<file path="src/rtl/gemm_seq_pkg.sv">
//------------------------------------------------------------------------------
// Module  : gemm_seq_pkg
// Brief   : Shared types and constants for the GEMM tile sequencer.
// Rev     : 1.0  initial release
//------------------------------------------------------------------------------
`default_nettype none

package gemm_seq_pkg;

  // Systolic array edge and the derived per-tile constants.
  localparam int DIM        = 4;
  localparam int FLUSH_LEN  = 2 * (DIM - 1);
  localparam int TILE_ELEMS = DIM * DIM;

  // Sequencer states.
  typedef enum logic [2:0] {
    ST_IDLE  = 3'd0,
    ST_FETCH = 3'd1,
    ST_FLUSH = 3'd2,
    ST_DRAIN = 3'd3,
    ST_CLEAR = 3'd4,
    ST_DONE  = 3'd5
  } seq_state_t;

endpackage

`default_nettype wire

</file>
<file path="src/rtl/gemm_tile_sequencer_walker.sv">
//------------------------------------------------------------------------------
// Module  : tile_walker
// Brief   : Tile/k counters and BRAM address generation for the GEMM
//           sequencer. Tile base addresses advance by K with adders, so no
//           multiplier is needed for mt*K or nt*K.
// Rev     : 1.0  initial release
//------------------------------------------------------------------------------
`default_nettype none

module tile_walker #(
  parameter int DIM      = 4,
  parameter int A_ADDR_W = 16,
  parameter int B_ADDR_W = 14,
  parameter int SZ_W     = 16
) (
  input  logic                clk,
  input  logic                rst_n,
  input  logic                load,
  input  logic                step_k,
  input  logic                next_tile,
  input  logic [SZ_W-1:0]     size_m,
  input  logic [SZ_W-1:0]     size_n,
  input  logic [SZ_W-1:0]     size_k,
  input  logic [A_ADDR_W-1:0] a_base,
  input  logic [B_ADDR_W-1:0] b_base,
  output logic [A_ADDR_W-1:0] a_addr,
  output logic [B_ADDR_W-1:0] b_addr,
  output logic                k_last,
  output logic                tile_last
);

  logic [SZ_W-1:0]     r_k;
  logic [SZ_W-1:0]     r_k_max;
  logic [SZ_W-1:0]     r_mt;
  logic [SZ_W-1:0]     r_nt;
  logic [SZ_W-1:0]     r_mt_max;
  logic [SZ_W-1:0]     r_nt_max;
  logic [A_ADDR_W-1:0] r_a_tile;
  logic [B_ADDR_W-1:0] r_b_tile;
  logic [B_ADDR_W-1:0] r_b_base;
  logic [A_ADDR_W-1:0] r_a_step;
  logic [B_ADDR_W-1:0] r_b_step;

  logic                w_nt_last;
  logic                w_mt_last;

  assign k_last    = (r_k == r_k_max);
  assign w_nt_last = (r_nt == r_nt_max);
  assign w_mt_last = (r_mt == r_mt_max);
  assign tile_last = w_mt_last && w_nt_last;

  // Word address = tile base + k, wrapping modulo the BRAM index width.
  assign a_addr = r_a_tile + A_ADDR_W'(r_k);
  assign b_addr = r_b_tile + B_ADDR_W'(r_k);

  // Latch the job on load; step k during fetch; move to the next tile (nt inner, mt outer).
  always_ff @(posedge clk or negedge rst_n) begin
    if (!rst_n) begin
      r_k      <= '0;
      r_k_max  <= '0;
      r_mt     <= '0;
      r_nt     <= '0;
      r_mt_max <= '0;
      r_nt_max <= '0;
      r_a_tile <= '0;
      r_b_tile <= '0;
      r_b_base <= '0;
      r_a_step <= '0;
      r_b_step <= '0;
    end else if (load) begin
      // Sizes are known nonzero here, so the "-1" forms never underflow.
      r_k      <= '0;
      r_mt     <= '0;
      r_nt     <= '0;
      r_k_max  <= size_k - SZ_W'(1);
      r_mt_max <= (size_m - SZ_W'(1)) / SZ_W'(DIM);
      r_nt_max <= (size_n - SZ_W'(1)) / SZ_W'(DIM);
      r_a_tile <= a_base;
      r_b_tile <= b_base;
      r_b_base <= b_base;
      r_a_step <= A_ADDR_W'(size_k);
      r_b_step <= B_ADDR_W'(size_k);
    end else if (next_tile) begin
      r_k <= '0;
      if (w_nt_last) begin
        r_nt     <= '0;
        r_b_tile <= r_b_base;
        r_mt     <= r_mt + SZ_W'(1);
        r_a_tile <= r_a_tile + r_a_step;
      end else begin
        r_nt     <= r_nt + SZ_W'(1);
        r_b_tile <= r_b_tile + r_b_step;
      end
    end else if (step_k) begin
      r_k <= k_last ? '0 : (r_k + SZ_W'(1));
    end
  end

endmodule

`default_nettype wire

</file>
<file path="src/rtl/gemm_tile_sequencer.sv">
//------------------------------------------------------------------------------
// Module  : gemm_tile_sequencer
// Brief   : Control FSM for the 4x4 int8 systolic array: walks output tiles,
//           issues A/B BRAM reads, drives feed/zero/clear strobes and hands the
//           tile accumulators out one at a time over valid/ready.
// Rev     : 1.0  initial release
//------------------------------------------------------------------------------
`default_nettype none

module gemm_tile_sequencer
  import gemm_seq_pkg::*;
#(
  parameter int DIM      = 4,
  parameter int A_ADDR_W = 16,
  parameter int B_ADDR_W = 14,
  parameter int SZ_W     = 16
) (
  input  logic                clk,
  input  logic                rst_n,
  input  logic                start,
  input  logic [SZ_W-1:0]     size_m,
  input  logic [SZ_W-1:0]     size_n,
  input  logic [SZ_W-1:0]     size_k,
  input  logic [A_ADDR_W-1:0] a_base,
  input  logic [B_ADDR_W-1:0] b_base,
  input  logic                abort,
  output logic                a_rd_en,
  output logic [A_ADDR_W-1:0] a_rd_addr,
  output logic                b_rd_en,
  output logic [B_ADDR_W-1:0] b_rd_addr,
  output logic                pe_feed,
  output logic                pe_zero,
  output logic                pe_clear,
  output logic                out_valid,
  input  logic                out_ready,
  output logic [3:0]          out_idx,
  output logic                busy,
  output logic                done,
  output logic                err
);

  localparam int C_FLUSH_LEN  = 2 * (DIM - 1);
  localparam int C_TILE_ELEMS = DIM * DIM;
  localparam int C_FC_W       = $clog2(C_FLUSH_LEN + 1);

  seq_state_t          r_state;
  seq_state_t          w_state_nxt;

  logic [C_FC_W-1:0]   r_flush_cnt;
  logic [3:0]          r_drain_cnt;
  logic                r_pe_feed;
  logic                r_pe_zero;
  logic                r_err;
  logic                r_aborting;

  logic                w_size_ok;
  logic                w_abort;
  logic                w_load;
  logic                w_step_k;
  logic                w_next_tile;
  logic                w_k_last;
  logic                w_tile_last;
  logic [A_ADDR_W-1:0] w_a_addr;
  logic [B_ADDR_W-1:0] w_b_addr;

  assign w_size_ok   = (|size_m) && (|size_n) && (|size_k);
  assign w_abort     = abort && (r_state != ST_IDLE);
  assign w_load      = (r_state == ST_IDLE) && start && w_size_ok;
  assign w_step_k    = (r_state == ST_FETCH);
  assign w_next_tile = (r_state == ST_CLEAR) && !r_aborting && !abort && !w_tile_last;

  tile_walker #(
    .DIM      (DIM),
    .A_ADDR_W (A_ADDR_W),
    .B_ADDR_W (B_ADDR_W),
    .SZ_W     (SZ_W)
  ) u_walker (
    .clk       (clk),
    .rst_n     (rst_n),
    .load      (w_load),
    .step_k    (w_step_k),
    .next_tile (w_next_tile),
    .size_m    (size_m),
    .size_n    (size_n),
    .size_k    (size_k),
    .a_base    (a_base),
    .b_base    (b_base),
    .a_addr    (w_a_addr),
    .b_addr    (w_b_addr),
    .k_last    (w_k_last),
    .tile_last (w_tile_last)
  );

  // State register.
  always_ff @(posedge clk or negedge rst_n) begin
    if (!rst_n) r_state <= ST_IDLE;
    else        r_state <= w_state_nxt;
  end

  // Next-state logic; abort overrides every other transition outside IDLE.
  always_comb begin
    w_state_nxt = r_state;
    unique case (r_state)
      ST_IDLE:  if (start) w_state_nxt = w_size_ok ? ST_FETCH : ST_DONE;
      ST_FETCH: if (w_k_last) w_state_nxt = ST_FLUSH;
      ST_FLUSH: if (r_flush_cnt == C_FC_W'(C_FLUSH_LEN - 1)) w_state_nxt = ST_DRAIN;
      ST_DRAIN: if (out_ready && (r_drain_cnt == 4'(C_TILE_ELEMS - 1))) w_state_nxt = ST_CLEAR;
      ST_CLEAR: begin
        if (r_aborting)       w_state_nxt = ST_IDLE;
        else if (w_tile_last) w_state_nxt = ST_DONE;
        else                  w_state_nxt = ST_FETCH;
      end
      ST_DONE:  w_state_nxt = ST_IDLE;
      default:  w_state_nxt = ST_IDLE;
    endcase
    if (w_abort) w_state_nxt = ST_CLEAR;
  end

  // State-decoded outputs; addresses are forced to zero outside FETCH.
  always_comb begin
    a_rd_en   = 1'b0;
    b_rd_en   = 1'b0;
    a_rd_addr = '0;
    b_rd_addr = '0;
    pe_clear  = 1'b0;
    out_valid = 1'b0;
    out_idx   = '0;
    done      = 1'b0;
    busy      = (r_state != ST_IDLE);
    unique case (r_state)
      ST_FETCH: begin
        a_rd_en   = 1'b1;
        b_rd_en   = 1'b1;
        a_rd_addr = w_a_addr;
        b_rd_addr = w_b_addr;
      end
      ST_DRAIN: begin
        out_valid = 1'b1;
        out_idx   = r_drain_cnt;
      end
      ST_CLEAR: pe_clear = 1'b1;
      ST_DONE:  done     = 1'b1;
      default:  ;
    endcase
  end

  assign pe_feed = r_pe_feed;
  assign pe_zero = r_pe_zero;
  assign err     = r_err;

  // Feed/zero lag the state by one cycle to line up with the 1-cycle BRAM read.
  always_ff @(posedge clk or negedge rst_n) begin
    if (!rst_n) begin
      r_pe_feed <= 1'b0;
      r_pe_zero <= 1'b0;
    end else begin
      r_pe_feed <= ((r_state == ST_FETCH) || (r_state == ST_FLUSH)) && !w_abort;
      r_pe_zero <= (r_state == ST_FLUSH) && !w_abort;
    end
  end

  // Flush length and drain index counters.
  always_ff @(posedge clk or negedge rst_n) begin
    if (!rst_n) begin
      r_flush_cnt <= '0;
      r_drain_cnt <= '0;
    end else begin
      r_flush_cnt <= (r_state == ST_FLUSH) ? (r_flush_cnt + C_FC_W'(1)) : '0;
      if (r_state == ST_CLEAR)
        r_drain_cnt <= '0;
      else if ((r_state == ST_DRAIN) && out_ready)
        r_drain_cnt <= r_drain_cnt + 4'd1;
    end
  end

  // Sticky error and abort-in-progress flags.
  always_ff @(posedge clk or negedge rst_n) begin
    if (!rst_n) begin
      r_err      <= 1'b0;
      r_aborting <= 1'b0;
    end else begin
      if ((r_state == ST_IDLE) && start) r_err <= !w_size_ok;
      else if (w_abort)                  r_err <= 1'b1;

      if (r_state == ST_IDLE) r_aborting <= 1'b0;
      else if (w_abort)       r_aborting <= 1'b1;
    end
  end

endmodule

`default_nettype wire

</file>
<file path="config.mk">
export PLATFORM = sky130hd
export DESIGN_NAME = gemm_tile_sequencer
export DESIGN_NICKNAME = d
export VERILOG_FILES = /design/src/rtl/gemm_seq_pkg.sv /design/src/rtl/gemm_tile_sequencer_walker.sv /design/src/rtl/gemm_tile_sequencer.sv
export SDC_FILE = /design/constraint.sdc
export NUM_CORES = 1
export LEC_CHECK = 0
export BUFFER_PORTS_ARGS = -buffer_cell sky130_fd_sc_hd__buf_2
export CORE_MARGIN = 5
export CORE_UTILIZATION = 45
export CTS_CLUSTER_SIZE = 14
export DETAILED_ROUTE_END_ITERATION = 8
export GPL_ROUTABILITY_DRIVEN = 1
export GPL_TIMING_DRIVEN = 0
export PLACE_DENSITY = 0.65
export SETUP_SLACK_MARGIN = 0.5
export SLEW_MARGIN = 10
export SYNTH_ARGS = -nofsm -noshare
export SYNTH_HDL_FRONTEND = slang
export SYNTH_HIERARCHICAL = 1
export SYNTH_SLANG_ARGS = --single-unit
</file>
<file path="constraint.sdc">
create_clock -name clk -period 4.7 [get_ports clk]
set_input_delay 0.235 -clock clk [delete_from_list [all_inputs] [get_ports clk]]
set_output_delay 0.235 -clock clk [all_outputs]
set_load 0.01 [all_outputs]
</file>
* Word-level counts from Yosys, hierarchy flattened
Index checks and enable logic that the tools add are counted.
** Word-level totals
- Output and inout bits :: 43
- Bits of input ports :: 83
- Memories :: 0
- Register bits :: 180
- Memory bits (writable) :: 0
- Word-level logic and storage cells :: 114
- Bits in read-only memories :: 0
- Bits in latches :: 0
** Operators by class
- Shift operators :: 0
- Magnitude comparators :: 0
- Div/mod/pow operators :: 0
- Reductions and logical operators :: 32
- Bitwise gates (word level) :: 0
- Add/sub/neg operators :: 12
- Multipliers :: 0
- Muxes and demuxes :: 38
- Equality and inequality tests :: 14
** Operator list (count)
- $mux 16 :: 14
- $mux 14 :: 4
- $add 16x1->16 const B :: 3
- $reduce_or 16->1 :: 3
- $sub 16x1->16 const B :: 3
- $add 16x16->16 :: 2
- $eq 16x14->1 :: 2
- $add 14x14->14 :: 2
- $mux 3 :: 9
- $eq 16x16->1 :: 1
- $pmux 3 s5 :: 1
- $logic_and 1x1->1 :: 13
- $mux 4 :: 3
- $ne 3x3->1 const B :: 4
- $reduce_bool 2->1 :: 5
- $eq 3x3->1 const B :: 3
- $mux 1 :: 7
- $eq 3x2->1 const B :: 2
- $reduce_bool 3->1 :: 2
- $logic_not 1->1 :: 5
- $add 4x1->4 const B :: 1
- $eq 4x4->1 const B :: 1
- $reduce_and 4->1 :: 1
- $add 3x1->3 const B :: 1
- 4 further kinds :: 4

* Longest topological paths before layout
Gate-level depths: netlist of the first run.
- Depth in word-level cells :: 7
- Gate-level depth with buffers :: 14

* Cells and area by module
Netlist of the first run, hierarchy kept.
** By module, submodules not included
- tile_walker :: sequential area each 3803.6 µm², instances 1, area an instance 10088.4 µm², cells each 1087
- gemm_tile_sequencer :: sequential area each 350.3 µm², instances 1, area an instance 1139.8 µm², cells each 143

* Worst setup path after synthesis of the first run
No wires, ideal clock.
- Kind :: reg-to-reg
- Start :: reg u_walker.r_nt[6]
- End :: reg u_walker.r_nt[11]
- Buffers on the path :: 2
- Data required time :: 4.568 ns
- Arrival time :: 3.013 ns
- Setup time :: 0.132 ns
- Stages on the path, launching flop included :: 15
- Setup slack :: 1.555 ns
- Cell sequence :: dfrtp_1 clkbuf_1 xnor2_1 nand3_1 or4_1 clkbuf_1 nor3_1 and3b_1 o2111a_1 and3_1 and2_1 nor2b_1 and4b_1 a21oi_1 nor2_1
** Between the ends
- Longest elaborated chain between the ends :: 5
- Elaborated cells between the ends (all ways) :: 9
- Classes of those cells :: add/sub (1); eq/ne (1); mux (3); reduce/logical (4)
** Ends and longest elaborated chain
- start: declaration :: line gemm_tile_sequencer_walker.sv:35 : logic [SZ_W-1:0] r_nt;
- start signal: assignment :: line gemm_tile_sequencer_walker.sv:91 : r_nt <= r_nt + SZ_W'(1);
- $eq 16x14->1 :: line gemm_tile_sequencer_walker.sv:48 : assign w_nt_last = (r_nt == r_nt_max);
- $logic_and 1x1->1 :: line gemm_tile_sequencer_walker.sv:50 : assign tile_last = w_mt_last && w_nt_last;
- named net w_tile_last :: line gemm_tile_sequencer.sv:62 : logic w_tile_last;
- $logic_not 1->1 :: line gemm_tile_sequencer.sv:70 : assign w_next_tile = (r_state == ST_CLEAR) && !r_aborting && !abort && !w_tile_last;
- $logic_and 1x1->1 :: line gemm_tile_sequencer.sv:70
- named net w_next_tile :: line gemm_tile_sequencer.sv:60 : logic w_next_tile;
- $reduce_bool 2->1 (no source line)
The timed path passes the listed nets, and every way through them passes these cells. The select of a mux whose other input is x is not followed.
A chain may end at the register's enable or synchronous reset.

* Worst setup path in the final report of the first run
- Start :: reg u_walker.r_nt[6]
- End :: reg u_walker.r_k[12]
** Between the ends
- Longest elaborated chain between the ends :: 6
- Elaborated cells between the ends (all ways) :: 7
- Classes of those cells :: eq/ne (1); mux (2); reduce/logical (4)
** Ends and longest elaborated chain
- $eq 16x14->1 * :: line gemm_tile_sequencer_walker.sv:48
- $logic_and 1x1->1 * :: line gemm_tile_sequencer_walker.sv:50
- named net w_tile_last :: line gemm_tile_sequencer.sv:62
- $logic_not 1->1 * :: line gemm_tile_sequencer.sv:70
- $logic_and 1x1->1 * :: line gemm_tile_sequencer.sv:70
- named net w_next_tile :: line gemm_tile_sequencer.sv:60
- $mux 16 :: line gemm_tile_sequencer_walker.sv:83 : end else if (next_tile) begin
- $mux 16 :: line gemm_tile_sequencer_walker.sv:70 : end else if (load) begin
- end signal: assignment :: line gemm_tile_sequencer_walker.sv:95 : r_k <= k_last ? '0 : (r_k + SZ_W'(1));
- end: declaration :: line gemm_tile_sequencer_walker.sv:32 : logic [SZ_W-1:0] r_k;
The timed path passes the listed nets; every way through them passes the cells marked *.

==> flow_summary.toml, run 1 <==
[status]
status = "complete, no violations"

[routing]
avgRoutedWirePerCell_um = 18.45
drt_iter0_drc = 793
remaining_drc_errors = 0
wl_um = 31670
route.antenna.remaining_nets = 0
post_drt_via_cell_ratio = 5.659
dr_total_vias = 9716
dr.pass1.iters = 5

[floorplanning]
number_of_core_rows = 57
fp.dieArea_um2 = 28210
floorplan.initialDensity = 0.4590
die_height_um = 168.0
boundaryPins = 126
chipWidth_um = 168.0
design.core.area_um2 = 24460

[synth]
asyncSetResetFlopFracSynth = 1.000
post_synth_num_cell_types = 71
post_synth_inst_count = 1230
postSynthNetCount = 1380
yosysSeqAreaShare = 0.3700
dominantRegCellSynth = "dfrtp_1"
share_of_cell_area_taken_by_muxes_after_synthesis = 0.03978
yosys_register_bits = 166
synth-simple-area-share = 0.2089
combinational_family_with_the_most_area_after_synthesis = "simple AND/OR/NAND/NOR gates"
syn_avg_cell_area_um2 = 9.129
synth_adder_area_share = 0.07733
synth_enable_flop_cells = 0
share_of_the_synthesized_netlist_area_taken_by_xor_and_xnor_gates = 0.1178
synthesis.area_um2 = 11230
synth_compound_area_frac = 0.1569
synth_warnings = 6

[sta]
grt_setup_unrepaired = "no"
hold_viol = 0
final_critical_path_setup_slack_ps = 668.2
maxClockFrequency_mhz = 248.0
timing_max_transition_violations_final = 0
setup_viol = 0
slew_hr = 0.4091
timing.setup.tns_ps = 0
finalWorstPathRequiredPeriod_ps = 4032
tightestPinTransition_ps = 886.3
finalClockSkew_ps = 11.31
layout_worst_path_cycle_share = 0.8578

[flow_run]
maxCapViolations = 0

[placement]
placed_cells_incl_taps = 1680
dp_hpwl_um = 24340
numPortBuffers = 125
placed_area_um2 = 12300
routability_congestion = 0.9363
pre_cts_slack_ps = 416.4

[clocking]
cts_max_level = 4
clk_latency_ps = 430
cts_root_buffer = "clkbuf_16"
cts.sinks = 166
cts_tree = "built"
clkSlewWorstSetupHoldPaths_ps = 60
cts-buffers-inserted = 17
ctsLongestPathBuffers = 2

[power_and_ir_drop]
worst_ir_drop_vdd_v = 0.0002592
powerDensity_nw_per_um2 = 605.4
fin_total_pwr_uw = 7865
static-leakage-power_uw = 0.005954

[setup_path]
worst-endpoint-arrival_ps = 4380
cp-end-kind = "flop"
cp-start-kind = "flop"
critical_path.max_fanout = 10
timing.critical_path.required_ps = 5050
worstSetupPathType = "reg -> reg"

[layout]
nNetsFinal = 1526
final_layout_size_suffix_gt1_frac = 0.1605
syn2layout_area_growth_pct = 15.71
layout_common_cells = "dfrtp_1 (166), nor2_1 (137), buf_2 (129)"
post-route-cell-area_um2 = 12990
layoutNonFillerInstCount = 1717
final_common_cell = "dfrtp_1"
fill_cell_count = 2217

[global_route]
antenna_found_initial = 4
track_usage = 0.2216
grt_max_degree = 93
grt_pass1_vias = 9417
grt_first_pass_wirelength_um = 50250
gr-total-overflow = 0

[min_path]
min-delay-path-class = "in -> reg"
[Yosys cell counts, drive strengths merged (3+ instances only)]
library cell | instances | area share
o21a | 14 | 0.0094
nand3 | 22 | 0.0098
and3 | 48 | 0.027
o211ai | 3 | 0.0020
o21bai | 8 | 0.0053
nand4 | 34 | 0.019
nor2b | 12 | 0.0067
a41oi | 3 | 0.0023
nand2 | 60 | 0.021
or2 | 4 | 0.0022
clkbuf | 41 | 0.014
ha | 63 | 0.070
nor3b | 14 | 0.0098
a22oi | 11 | 0.0074
xor2 | 58 | 0.045
a31oi | 13 | 0.0072
o21ai | 72 | 0.032
o31ai | 6 | 0.0040
nand2b | 7 | 0.0039
nor4 | 25 | 0.020
buf | 14 | 0.0082
or3 | 12 | 0.0067
nand3b | 4 | 0.0027
nor3 | 23 | 0.011
mux2i | 12 | 0.011
or4 | 8 | 0.0060
a21o | 22 | 0.015
dfrtp | 166 | 0.37
a211oi | 9 | 0.0060
nor2 | 137 | 0.046
fa | 4 | 0.0071
xnor2 | 93 | 0.073
inv | 22 | 0.0074
mux2 | 29 | 0.029
a21oi | 110 | 0.049
and2 | 14 | 0.0078
[metal layers]
metal | up-vias | GRT usage | part of all wire
li1 | 4733 | - | -
met1 | 4667 | 0.3111 | 0.46
met2 | 269 | 0.3496 | 0.46
met3 | 47 | 0.03705 | 0.055
met4 | 0 | 0.07375 | 0.026
met5 | - | 0 | 0
[metrics by stage]
step	hold slack (ps)	utilization
2_1_floorplan	-60.59	-
3_3_place_gp	452.1	0.5012
3_5_place_dp	256.4	0.5027
4_1_cts	12.06	0.5304
5_1_grt	32.37	0.5311
6_report	24.82	0.5311
[cell families (layout without fill, tap and decap cells)]
logic type | after synthesis | in the layout
simple gates | 436 | 436
compound gates | 292 | 292
flops | 166 | 166
xor+xnor | 151 | 151
buf+inv | 77 | 236
fa+ha+maj | 67 | 67
mux | 41 | 41
other cells | 0 | 4
[power breakdown]
part / switching, uW / internal, uW
Clock: 589 / 964
Sequential: 523 / 1920
Combinational: 2180 / 1680
[worst max-delay path: stages (launching register included)]
cell	delay (ps)
dfrtp_1	360
clkbuf_1	170
xnor2_1	240
nand3_1	170
or4_1	580
clkbuf_2	290
nor3_2	370
and3b_1	250
clkbuf_1	280
or2_2	370
clkbuf_1	310
clkbuf_1	360
nor2_1	180
[timing repair]
item / CTS / global route
hold buffers: 1 / 0
buffers inserted: 0 / 0
resized for setup: 1 / 4
setup endpoints to repair: 20 / 22
hold endpoints to repair: 74 / 0
[flip-flops by register name (all words and copies together), names as in the netlist]
register and cells:
err 1, pe_feed 1, pe_zero 1, r_aborting 1
r_drain_cnt 4, r_flush_cnt 3, r_state 3, u_walker/r_a_step 16
u_walker/r_a_tile 16, u_walker/r_b_base 14, u_walker/r_b_tile 14, u_walker/r_k 16
u_walker/r_k_max 16, u_walker/r_mt 16, u_walker/r_mt_max 14, u_walker/r_nt 16
u_walker/r_nt_max 14
[final cells by class]
type	count	area, um2	area share
multi-input cells	987	6756	0.5200
flip-flops and latches	166	4154	0.3197
repair buffers	127	673.1	0.05181
clock buffers	22	494.2	0.03804
well taps	324	405.4	0.03120
plain buffers	55	249.0	0.01916
clock inverters	10	167.7	0.01290
inverters	22	82.58	0.006356
diodes	4	10.01	0.0007704
[worst paths after layout]
kind / startpoint / endpoint / slack (ps) / cells after the start
max: u_walker/r_nt[6] / u_walker/r_k[12] / 670 / 12
min: a_base[2] / u_walker/r_a_tile[2] / 20 / 3
max reg2reg: u_walker/r_nt[6] / u_walker/r_k[12] / 670 / 12
min reg2reg: r_flush_cnt[0] / r_flush_cnt[0] / 470 / 1
max in group asynchronous: rst_n / u_walker/r_a_tile[1] / 3470 / 3
min in group asynchronous: rst_n / u_walker/r_nt_max[0] / 380 / 2
Note: power is estimated with default switching activity, not from simulation.
==> inputs of run 2 (changes only) <==
Settings changed: CELL_PAD_IN_SITES_DETAIL_PLACEMENT from default to 1, CELL_PAD_IN_SITES_GLOBAL_PLACEMENT from default to 1, PLACE_DENSITY 0.65 to 0.81.
==> flow_summary.toml, run 2 (synthesis gave the netlist of run 1 again) <==
[setup_path]
r2r_slack_ps = 570
timing.critical_path.required_ps = 5040
r2r-end = "u_walker/r_a_tile[8]"
cp-end-kind = "flop"
worstSetupPathType = "reg -> reg"
timing.critical_path.to = "u_walker/r_a_tile[8]"
critical_path.max_fanout = 10
cp-start-kind = "flop"
depth_of_the_worst_register_to_register_path = 11
worst-endpoint-arrival_ps = 4460
worst_setup_path_startpoint = "u_walker/r_nt[7]"
crit-reg2reg-launch = "u_walker/r_nt[7]"

[power_and_ir_drop]
powerDensity_nw_per_um2 = 612.4
worst_ir_drop_vdd_v = 0.0002395
static-leakage-power_uw = 0.005913
fin_total_pwr_uw = 7900

[routing]
dr_total_vias = 10140
post_drt_via_cell_ratio = 5.909
dr.pass1.iters = 5
drt_iter0_drc = 539
route.antenna.remaining_nets = 0
wl_um = 36550
avgRoutedWirePerCell_um = 21.30
remaining_drc_errors = 0

[global_route]
grt_max_degree = 101
grt_pass1_vias = 10530
grt_first_pass_wirelength_um = 57640
gr-total-overflow = 0
antenna_found_initial = 3
track_usage = 0.2534

[sta]
maxClockFrequency_mhz = 242.3
layout_worst_path_cycle_share = 0.8780
setup_viol = 0
slew_hr = 0.4011
finalClockSkew_ps = 12.08
tightestPinTransition_ps = 898.4
grt_setup_unrepaired = "no"
finalWorstPathRequiredPeriod_ps = 4127
timing_max_transition_violations_final = 0
hold_viol = 0
timing.setup.tns_ps = 0

[placement]
dp_hpwl_um = 27860
numPortBuffers = 125
routability_congestion = 0.9220
placed_area_um2 = 12300

[floorplanning]
floorplan.initialDensity = 0.4590
design.core.area_um2 = 24460
number_of_core_rows = 57
chipWidth_um = 168.0
boundaryPins = 126
die_height_um = 168.0
fp.dieArea_um2 = 28210

[clocking]
cts_max_level = 4
cts.sinks = 166
cts_tree = "built"
cts-buffers-inserted = 17
clk_latency_ps = 440
cts_root_buffer = "clkbuf_16"
postCtsSetupBuffers = 0
clkSlewWorstSetupHoldPaths_ps = 80
ctsLongestPathBuffers = 2

[layout]
post-route-cell-area_um2 = 12900
syn2layout_area_growth_pct = 14.89
nNetsFinal = 1526
fill_cell_count = 2904
layout_common_cells = "dfrtp_1 (166), nor2_1 (137), buf_2 (129)"
ff_latch_area_um2 = 4154
multiInputGateArea_um2 = 6756
final_layout_size_suffix_gt1_frac = 0.1605
final_common_cell = "dfrtp_1"

[min_path]
min_delay_path_depth = 3
min-delay-path-class = "in -> reg"

[status]
status = "complete, no violations"

[flow_run]
maxCapViolations = 0
## run 2: metal layers
layer  up-vias  global-route usage  share of wire
met5         -                   0              0
met4         0             0.07057          0.020
met3        48             0.03376          0.045
met2       274              0.4294           0.49
met1      5088              0.3417           0.45
li1       4729                   -              -
## run 2: worst min-delay path by stage
stage / start / to / slack [ps]
after floorplan: rst_n / err / -60
after global placement: a_base[0] / u_walker/r_a_tile[0] / 450
after detailed placement: rst_n / u_walker/r_nt_max[0] / 340
after CTS: a_base[1] / u_walker/r_a_tile[1] / 8
after global routing: a_base[2] / u_walker/r_a_tile[2] / 10
final: a_base[1] / u_walker/r_a_tile[1] / 20
## run 2: timing repair
| action | in CTS | in global routing |
|---|---|---|
| gates resized for setup | 1 | 4 |
| hold buffers | 1 | 0 |
| setup endpoints to repair | 20 | 28 |
| hold endpoints to repair | 99 | 0 |
## run 2: through the flow
stage          setup slack [ps]  hold WS, ps  instances  utilization
2_1_floorplan              1555       -60.59       1230            -
3_3_place_gp              442.5        450.6       1679       0.5012
3_5_place_dp              449.0        343.6       1680       0.5027
4_1_cts                   527.8        8.107       1713       0.5267
5_1_grt                   517.4        13.07       1716       0.5273
6_report                  573.5        17.93       1716       0.5273
## run 2: final cells by class
class | count | area share
Antenna cell | 3 | 0.0005820
Buffer | 55 | 0.01930
Clock buffer | 18 | 0.03404
Clock inverter | 14 | 0.01028
Inverter | 22 | 0.006402
Multi-Input combinational cell | 987 | 0.5238
Sequential cell | 166 | 0.3220
Tap cell | 324 | 0.03143
Timing Repair Buffer | 127 | 0.05218
## run 2: power by group
group	leakage (uW)	internal, uW	switching, uW
sequential	0.00206	1920	554
combinational	0.00357	1690	2350
clock	0.000282	718	668
total	0.00591	4330	3570
## run 2: critical path: stages (launching register included)
cell and delay (ps):
dfrtp_1 450, xnor2_1 220, nand4_1 190, or4_1 650
clkbuf_2 290, nor3_2 430, and3b_1 260, clkbuf_1 300
nand2_1 360, clkbuf_1 510, a21oi_1 170, o21ai_0 200
